### config.mk
export PLATFORM = sky130hd
export DESIGN_NAME = regfile_wb_arbiter
export DESIGN_NICKNAME = d
export VERILOG_FILES = /design/src/rtl/riscv_pkg.sv /design/src/rtl/rr_arbiter.sv /design/src/rtl/regfile_wb_arbiter.sv
export SDC_FILE = /design/constraint.sdc
export NUM_CORES = 1
export LEC_CHECK = 0
export BUFFER_PORTS_ARGS = -buffer_cell sky130_fd_sc_hd__buf_2
export CORE_MARGIN = 10
export CORE_UTILIZATION = 30
export CTS_BUF_LIST = sky130_fd_sc_hd__clkbuf_16
export DETAILED_ROUTE_END_ITERATION = 10
export PLACE_DENSITY_LB_ADDON = 0.1
export SYNTH_ARGS = -nofsm -noshare
export SYNTH_HDL_FRONTEND = slang
export SYNTH_HIERARCHICAL = 1
export SYNTH_SLANG_ARGS = --single-unit
### constraint.sdc
create_clock -name clk -period 5.9 [get_ports clk]
set_input_delay 0.295 -clock clk [delete_from_list [all_inputs] [get_ports clk]]
set_output_delay 0.295 -clock clk [all_outputs]
set_load 0.01 [all_outputs]
### src/rtl/riscv_pkg.sv
// Shared core constants and small helpers for the writeback path.
package riscv_pkg;

  localparam int unsigned XLEN     = 32;
  localparam int unsigned REG_AW   = 5;
  localparam int unsigned NREG     = 1 << REG_AW;
  localparam logic [REG_AW-1:0] REG_ZERO = '0;

  // Increment an index modulo n without relying on a power-of-two n.
  function automatic int unsigned wrap_inc(input int unsigned i, input int unsigned n);
    return (i + 1 >= n) ? 0 : i + 1;
  endfunction

endpackage

### src/rtl/rr_arbiter.sv
// Round-robin arbiter: grants the first requester at or after the rotating pointer.
module rr_arbiter
  import riscv_pkg::*;
#(
  parameter int unsigned N = 2
) (
  input  logic                              clk,
  input  logic                              rst_n,
  input  logic [N-1:0]                      req,
  input  logic                              advance,
  output logic [N-1:0]                      grant,
  output logic [((N > 1) ? $clog2(N) : 1)-1:0] gidx
);

  localparam int unsigned IW = (N > 1) ? $clog2(N) : 1;

  logic [IW-1:0] ptr;

  // Scan from the pointer, wrapping, and pick the first valid requester.
  always_comb begin
    int unsigned idx;
    logic        found;
    grant = '0;
    gidx  = '0;
    idx   = 0;
    found = 1'b0;
    for (int unsigned i = 0; i < N; i++) begin
      idx = 32'(ptr) + i;
      if (idx >= N) idx = idx - N;
      if (!found && req[idx]) begin
        grant[idx] = 1'b1;
        gidx       = IW'(idx);
        found      = 1'b1;
      end
    end
  end

  // Pointer moves just past the winner after each transfer, holds otherwise.
  always_ff @(posedge clk or negedge rst_n) begin
    if (!rst_n) begin
      ptr <= '0;
    end else if (advance) begin
      ptr <= IW'(wrap_inc(32'(gidx), N));
    end
  end

endmodule

### src/rtl/regfile_wb_arbiter.sv
// Shares the regfile write port among writeback units and tracks busy destinations.
module regfile_wb_arbiter #(
  parameter int unsigned NREQ = 2,
  parameter int unsigned XLEN = riscv_pkg::XLEN,
  parameter int unsigned AW   = riscv_pkg::REG_AW
) (
  input  logic                 clk,
  input  logic                 rst_n,
  input  logic [NREQ-1:0]      req_valid,
  output logic [NREQ-1:0]      req_ready,
  input  logic [NREQ*AW-1:0]   req_addr,
  input  logic [NREQ*XLEN-1:0] req_data,
  input  logic                 iss_valid,
  input  logic [AW-1:0]        iss_rd,
  output logic                 rf_we,
  output logic [AW-1:0]        rf_a3,
  output logic [XLEN-1:0]      rf_wd3,
  output logic [(1<<AW)-1:0]   busy,
  output logic                 err_waw
);

  localparam int unsigned NREG = 1 << AW;
  localparam int unsigned IW   = (NREQ > 1) ? $clog2(NREQ) : 1;

  logic [NREQ-1:0] grant;
  logic [IW-1:0]   gidx;
  logic            xfer;
  logic [AW-1:0]   win_addr;
  logic [XLEN-1:0] win_data;
  logic [NREG-1:0] busy_next;
  logic            waw_hit;

  rr_arbiter #(.N(NREQ)) u_arb (
    .clk     (clk),
    .rst_n   (rst_n),
    .req     (req_valid),
    .advance (xfer),
    .grant   (grant),
    .gidx    (gidx)
  );

  assign req_ready = grant;
  assign xfer      = |grant;

  // Select the winning requester's address and data.
  always_comb begin
    win_addr = req_addr[gidx*AW +: AW];
    win_data = req_data[gidx*XLEN +: XLEN];
  end

  // Registered write port; x0 writes are accepted but never enable the regfile.
  always_ff @(posedge clk or negedge rst_n) begin
    if (!rst_n) begin
      rf_we  <= 1'b0;
      rf_a3  <= '0;
      rf_wd3 <= '0;
    end else if (xfer) begin
      rf_we  <= (win_addr != '0);
      rf_a3  <= win_addr;
      rf_wd3 <= win_data;
    end else begin
      rf_we  <= 1'b0;
    end
  end

  // Scoreboard next state: clear applied before set so a new producer wins.
  always_comb begin
    busy_next = busy;
    waw_hit   = 1'b0;
    if (xfer) busy_next[win_addr] = 1'b0;
    if (iss_valid && iss_rd != '0) begin
      busy_next[iss_rd] = 1'b1;
      waw_hit = busy[iss_rd] && !(xfer && win_addr == iss_rd);
    end
    busy_next[0] = 1'b0;
  end

  // Scoreboard and sticky WAW error registers.
  always_ff @(posedge clk or negedge rst_n) begin
    if (!rst_n) begin
      busy    <= '0;
      err_waw <= 1'b0;
    end else begin
      busy <= busy_next;
      if (waw_hit) err_waw <= 1'b1;
    end
  end

endmodule
==> results of run 1 <==
[synthesized netlist by cell type, types with 3 or more instances]
| cell type | instances | share of area [%] |
|---|---|---|
| inv_1 | 3 | 0.32 |
| mux2i_4 | 4 | 2.6 |
| a21oi_1 | 6 | 0.85 |
| nand3_1 | 8 | 1.1 |
| nand2_1 | 40 | 4.3 |
| xnor2_1 | 4 | 0.99 |
| dfrtp_1 | 71 | 50 |
| nor2_1 | 14 | 1.5 |
| o21ai_0 | 94 | 13 |
| buf_2 | 7 | 0.99 |
| clkbuf_1 | 12 | 1.3 |
| o21ai_1 | 4 | 0.57 |
| mux2i_1 | 36 | 10 |
| nand3b_1 | 10 | 2.1 |
| mux2_2 | 6 | 1.9 |
[placed cells by master (no fill, tap or decap), drive strengths merged]
master and instances:
dfrtp 71, clkbuf 9, conb 1, xnor2 4, a2111oi 1, clkinv 2, mux2i 41, xor2 1
inv 3, nor2b 2, bufinv 4, a211oi 1, nand2 40, mux4 2, o211ai 1, a31oi 3
a21oi 6, o22ai 1, nor4 1, or3 2, buf 158, nor3b 1, or3b 1, nand4 1
nor2 14, mux2 6, a21boi 1, and2 2, a41o 1, nand3b 10, o21ai 98, and3b 1
nand2b 1, nand3 8, a221o 1
[layer usage]
metal / share of wire, % / GRT usage, %
met1: 43 / 18.1
met2: 46 / 22.6
met3: 9.9 / 5.79
met4: 0.60 / 3.58
met5: 0 / 0
[path summary, 6_finish.rpt]
kind,startpoint,end,cells after the start
max,flop,err_waw,8
min,rst_n,rf_wd3[12],2
max reg2reg,flop,err_waw,8
min reg2reg,rf_wd3[10],rf_wd3[10],2
max in group asynchronous,rst_n,busy[11],2
min in group clk,req_valid[1],flop,2
[layout make-up]
| class | count | area [um2] | area share, % |
|---|---|---|---|
| Sequential cell | 71 | 1780 | 37.2 |
| Multi-Input combinational cell | 253 | 1650 | 34.6 |
| Timing Repair Buffer | 158 | 798 | 16.7 |
| Clock buffer | 9 | 225 | 4.72 |
| Tap cell | 143 | 179 | 3.75 |
| Clock inverter | 6 | 134 | 2.80 |
| Inverter | 3 | 11.3 | 0.236 |
[cells by family (layout without fill, tap and decap cells)]
| kind of cell | count (synthesis) | in the layout | synth area share (%) |
|---|---|---|---|
| other | 1 | 1 | 0.106 |
| DFF | 71 | 71 | 50.3 |
| and+or+nand+nor | 84 | 84 | 11.5 |
| muxes | 49 | 49 | 16.3 |
| buffers and inverters | 24 | 176 | 3.12 |
| xor gates and xnor gates | 5 | 5 | 1.24 |
| AOI/OAI and AO/OA | 114 | 114 | 17.3 |
[metrics by stage]
stage | instances | util (%)
after floorplan | 348 | -
after global placement | 628 | 38.5
after detailed placement | 628 | 38.5
final | 643 | 41.6
after global routing | 643 | 41.6
after CTS | 643 | 41.6
[power breakdown]
group	internal [W]	leakage, nW	switching (W)
logic	0.000198	1.22	0.000267
registers	0.000601	0.855	0.0000743
clock network	0.000453	0.175	0.000205
[worst register-to-register path, stage by stage, from the launching register on]
cell and delay, ns:
dfrtp_1 0.37, nand2b_4 0.15, and2_2 0.14, buf_4 0.56, mux2i_2 0.47, xnor2_1 0.11, nor4_1 0.31, nand3_1 0.12
a41o_1 0.23
[state kept, by name (all words and copies together), names as in the netlist, named ones only]
name     cells
err_waw      1
busy        31
rf_we        1
rf_wd3      32
rf_a3        5
==> metrics.csv, run 1 <==
stage,metric,value,unit
run_status,outcome,"complete, no violations",
placement,dpl_cell_area,4420,um2
sta,fmax,389,MHz
yosys,synthFlopType,dfrtp_1,
flow_run,drv_cap,0,
cells_and_area,nFillCells,1148,
detailed_routing,routed_wirelength,12.2,mm
yosys,synth-async-reset-ratio,100,%
sta,finalSetupTns,0,ns
min_path,hold_class,in2async,
floorplanning,boundaryPins,157,
pwr,ir_worst_vdd,0.000168,V
sta,timing.hold.ws,0.175,ns
worst_setup_path,worst_setup_path_end_kind,flop,
clock_network,tritoncts,done,
detailed_routing,drtPass1Iterations,4,
sta,fin_worst_skew,0.00359,ns
grt,grt_max_degree,72,
floorplanning,coreArea,11500,um2
clock_network,cts_buffer_depth,2,
placement,routabilityCongestion,0.796,
sta,rsz0062_at_grt,no,
grt,antenna_found_initial,0,
clock_network,cts.sinks,71,
yosys,synthesis.area,3530,um2
floorplanning,placementRows,39,
clock_network,htree_num_levels,3,
floorplanning,die_h,128,um
sta,hold_viol,0,
cells_and_area,design_area,4780,um2
yosys,synth_edf_count,0,
sta,fin_crit,2.57,ns
worst_setup_path,crit_required,6.12,ns
cells_and_area,drive_gt1_share,38.0,%
grt,grt_usage,14.4,%
floorplanning,die-area,16500,um2
cells_and_area,area_delta_synth_final,35.3,%
grt,grt_pass1_wl,18.8,mm
worst_setup_path,worstPathCellList,nand2b_4 -> and2_2 -> buf_4 -> mux2i_2 -> xnor2_1 -> nor4_1 -> nand3_1 -> a41o_1,
detailed_routing,drt_iter0_drc,200,
clock_network,postCtsHoldBufs,0,
clock_network,root_buffer,clkbuf_16,
detailed_routing,drc,0,
sta,setup_violations,0,
worst_setup_path,r2r_slack,3.33,ns
worst_setup_path,max_stage_delay,0.56,ns
detailed_routing,ant_nets,0,
clock_network,cts_made_buffers,9,
sta,max_slew_margin,37.9,%
detailed_routing,vias_per_cell,4.97,
worst_setup_path,cp-start-kind,flop,
clock_network,path_clk_slew,0.06,ns
worst_setup_path,cp_top_family,simple AND/OR/NAND/NOR gates,
cells_and_area,antenna_cells,0,
pwr,leakagePower,2.25,nW
detailed_routing,dr_total_vias,3193,
grt,grt_pass1_vias,3252,
sta,fin_crit_sh,43.6,%
floorplanning,start_util,30.8,%
yosys,synthCells,348,
placement,io_buffers,155,
yosys,avgSynthCellArea,10.1,um2
worst_setup_path,setup.worst_path.class,reg2reg,
yosys,yosysSeqAreaShare,50.3,%
sta,setup_ws,3.33,ns
cells_and_area,final_nets,580,
yosys,post_synth_num_cell_types,39,
floorplanning,die_x,128,um
clock_network,worstSkewPairLatency,0.33,ns
placement,place_ws,3.29,ns
sta,tightest_slew,0.931,ns
pwr,power.density,377,nW/um2
clock_network,postCtsResizedCells,0,
worst_setup_path,crit_arrival,2.79,ns
yosys,synth_warnings,6,
pwr,totalPowerFinal,0.00180,W
worst_setup_path,cpMaxStageDelayCell,buf_4,
worst_setup_path,crit_buf_inv,1,
sta,drv_slew,0,
detailed_routing,wl_per_cell,19.0,um
placement,dpl.hpwl,9.14,mm
yosys,ys_ff_latch,71,
clock_network,postCtsSetupBuffers,0,
grt,overflow,0,
yosys,synth_nets,432,
worst_setup_path,critical_path.max_fanout,38,
Note: power is estimated with default switching activity, not from simulation.
==> run 2, diff against run 1 <==
==> constraint.sdc (replaced) <==
create_clock -name clk -period 2.2 [get_ports clk]
set_input_delay 0.11 -clock clk [delete_from_list [all_inputs] [get_ports clk]]
set_output_delay 0.11 -clock clk [all_outputs]
set_load 0.01 [all_outputs]
==> run 2 against run 1 <==
Core utilization is 0.32 points higher. Via count is 1.0% higher. Hold slack worse by 0.12 ns. Critical path type unchanged. Critical endpoint is now busy[11]. Largest cell class unchanged. Total power rose to 2.5 times the previous value. Largest power group unchanged. Non-clock buffer count up 8. Clock skew rose by 0.0040 ns. Global-route usage about the same.
==> metrics.csv, run 2 (synthesis gave the netlist of run 1 again) <==
stage,metric,value,unit,change
floorplanning,die_x,128,um,unchanged
pwr,switching_share,33.0,%,+2.6 points
detailed_routing,routed_wirelength,12.2,mm,-0.25%
grt,grt_pass1_vias,3329,,+2.4%
sta,fin_crit_sh,94.7,%,+51 points
cells_and_area,nFillCells,1113,,-3.0%
clock_network,tritoncts,done,,
grt,grt_max_degree,72,,unchanged
pwr,p_sw,0.00150,W,+170%
cells_and_area,regMostFlops,rf_wd3,,
placement,dpl.hpwl,9.42,mm,+3.1%
floorplanning,placementRows,39,,unchanged
worst_setup_path,worst_setup_path_end_kind,flop,,
worst_setup_path,critical_path.max_fanout,8,,-79%
cells_and_area,antenna_cells,0,,unchanged
cells_and_area,reg_top3,"rf_wd3 (32), busy (31), rf_a3 (5)",,
worst_setup_path,crit_required,2.39,ns,-3.73 ns
placement,place_ws,0.148,ns,-3.14 ns
worst_setup_path,cp_top_family,simple AND/OR/NAND/NOR gates,,
clock_network,postCtsSetupBuffers,0,,unchanged
clock_network,cts_buffer_depth,2,,unchanged
sta,fmax,480,MHz,+24%
worst_setup_path,max_stage_delay,0.49,ns,-0.07 ns
pwr,leakagePower,2.26,nW,+0.74%
detailed_routing,vias_per_cell,4.95,,-0.36%
floorplanning,die_h,128,um,unchanged
detailed_routing,drc,0,,unchanged
cells_and_area,final_cell_mix,"buf_2 (155), o21ai_0 (94), dfrtp_1 (71)",,
detailed_routing,dr_total_vias,3226,,+1.0%
placement,io_buffers,155,,unchanged
worst_setup_path,crit_arrival,2.27,ns,-0.52 ns
sta,fin_worst_skew,0.00760,ns,+0.00400 ns
sta,max_slew_margin,63.4,%,+25 points
cells_and_area,final_nets,588,,+1.4%
clock_network,cts_made_buffers,9,,unchanged
clock_network,worstSkewPairLatency,0.32,ns,about the same
sta,drv_slew,0,,unchanged
sta,hold_viol,0,,unchanged
floorplanning,boundaryPins,157,,unchanged
min_path,hold_class,in2reg,,
detailed_routing,route.met3.wl,1.26,mm,+3.6%
sta,setup_violations,0,,unchanged
sta,fin_crit,2.08,ns,-0.490 ns
worst_setup_path,crit_buf_inv,1,,unchanged
grt,antenna_found_initial,0,,unchanged
clock_network,htree_num_levels,3,,unchanged
run_status,outcome,"complete, no violations",,
worst_setup_path,cp-start-kind,flop,,
detailed_routing,top_layer_used,met4,,
detailed_routing,drt-met1-wl,5.22,mm,-1.3%
sta,rsz0062_at_grt,no,,
clock_network,cts.sinks,71,,unchanged
cells_and_area,largest_reg_flops,32,,unchanged
floorplanning,coreArea,11500,um2,unchanged
worst_setup_path,critical_path.most_common_cell,o21ai_0,,
sta,finalSetupTns,0,ns,unchanged
placement,routabilityCongestion,0.756,,-5.0%
sta,setup_ws,0.117,ns,-3.21 ns
detailed_routing,wl_per_cell,18.7,um,-1.6%
floorplanning,start_util,30.8,%,unchanged
grt,grt_pass1_wl,18.9,mm,+0.47%
cells_and_area,final_common_cell,buf_2,,
worst_setup_path,cpMaxStageDelayCell,or3_1,,
pwr,ir_worst_vdd,0.000465,V,+180%
pwr,intPower,0.00305,W,+140%
detailed_routing,drt_iter0_drc,298,,+49%
flow_run,drv_cap,0,,unchanged
pwr,power_frac_comb,28.2,%,+2.3 points
detailed_routing,wl_met2,5.55,mm,-2.1%
floorplanning,die-area,16500,um2,unchanged
cells_and_area,area_delta_synth_final,36.3,%,
pwr,power.density,945,nW/um2,+150%
detailed_routing,ant_nets,0,,unchanged
grt,overflow,0,,unchanged
sta,tightest_slew,0.549,ns,-0.382 ns
clock_network,root_buffer,clkbuf_16,,
worst_setup_path,worstPathCellList,nand2b_4 -> and2_2 -> buf_12 -> mux2i_4 -> or3_1 -> o21ai_0 -> o21ai_0,,
pwr,p_seq_share,40.0,%,+2.5 points
grt,grt_usage,14.4,%,about the same
worst_setup_path,setup.worst_path.class,reg2reg,,
pwr,p_clk_share,31.8,%,-4.8 points
cells_and_area,drive_gt1_share,39.3,%,+1.3 points
detailed_routing,drtPass1Iterations,4,,unchanged
clock_network,path_clk_slew,0.06,ns,about the same
## run 2: metal layers
| layer | global-route usage, % | vias up |
|---|---|---|
| li1 | - | 1552 |
| met1 | 17.8 | 1513 |
| met2 | 22.9 | 146 |
| met3 | 4.93 | 15 |
| met4 | 4.70 | 0 |
| met5 | 0 | - |
## run 2: repair_timing
| item | CTS | global route |
|---|---|---|
| gates resized for setup | 0 | 3 |
| setup endpoints to repair | 0 | 1 |
| hold buffers | 1 | 0 |
| hold endpoints to repair | 71 | 0 |
## run 2: power by group through the flow
stage	Sequential (W)	Clock, W	Combinational, W
6_report	0.00182	0.00144	0.00128
5_1_grt	0.00186	0.00155	0.00144
4_1_cts	0.00182	0.00149	0.00131
3_5_place_dp	0.00184	0	0.00131
3_3_place_gp	0.00183	0	0.00129
2_1_floorplan	0.00195	0	0.000526
## run 2: worst paths after layout
| kind | from | slack [ns] | cells after the start | end |
|---|---|---|---|---|
| max | flop | 0.12 | 7 | busy[11] |
| min | req_valid[1] | 0.06 | 2 | flop |
| max reg2reg | flop | 0.12 | 7 | busy[11] |
| min reg2reg | rf_wd3[6] | 0.47 | 2 | rf_wd3[6] |
| max in group asynchronous | rst_n | 1.55 | 3 | busy[24] |
| min in group asynchronous | rst_n | 0.34 | 3 | rf_wd3[12] |
## run 2: stage by stage
step | power, W | instance area, um2 | hold slack (ns) | utilization, % | cells
3_3_place_gp | 0.00313 | 4490 | 0.174 | 39.2 | 635
3_5_place_dp | 0.00315 | 4490 | 0.171 | 39.2 | 635
5_1_grt | 0.00486 | 4810 | 0.0542 | 42.0 | 652
4_1_cts | 0.00462 | 4800 | 0.0483 | 41.9 | 652
2_1_floorplan | 0.00248 | 3530 | -0.186 | - | 348
6_report | 0.00455 | 4810 | 0.0589 | 42.0 | 652
## run 2: cell type report
cell class | instances | area [um2] | area share [%]
clock inverters | 7 | 72.6 | 1.51
clock buffers | 9 | 225 | 4.68
repair buffers | 166 | 886 | 18.4
flip-flops and latches | 71 | 1780 | 36.9
multi-input cells | 253 | 1660 | 34.5
well taps | 143 | 179 | 3.72
inverters | 3 | 11.3 | 0.234
## run 2: worst reg2reg max path, delay by kind of cell (launching register included)
kind	cells	cell delay [ns]
and+or+nand+nor	3	0.90
DFF	1	0.39
AOI/OAI and AO/OA	2	0.30
muxes	1	0.21
buffers and inverters	1	0.16
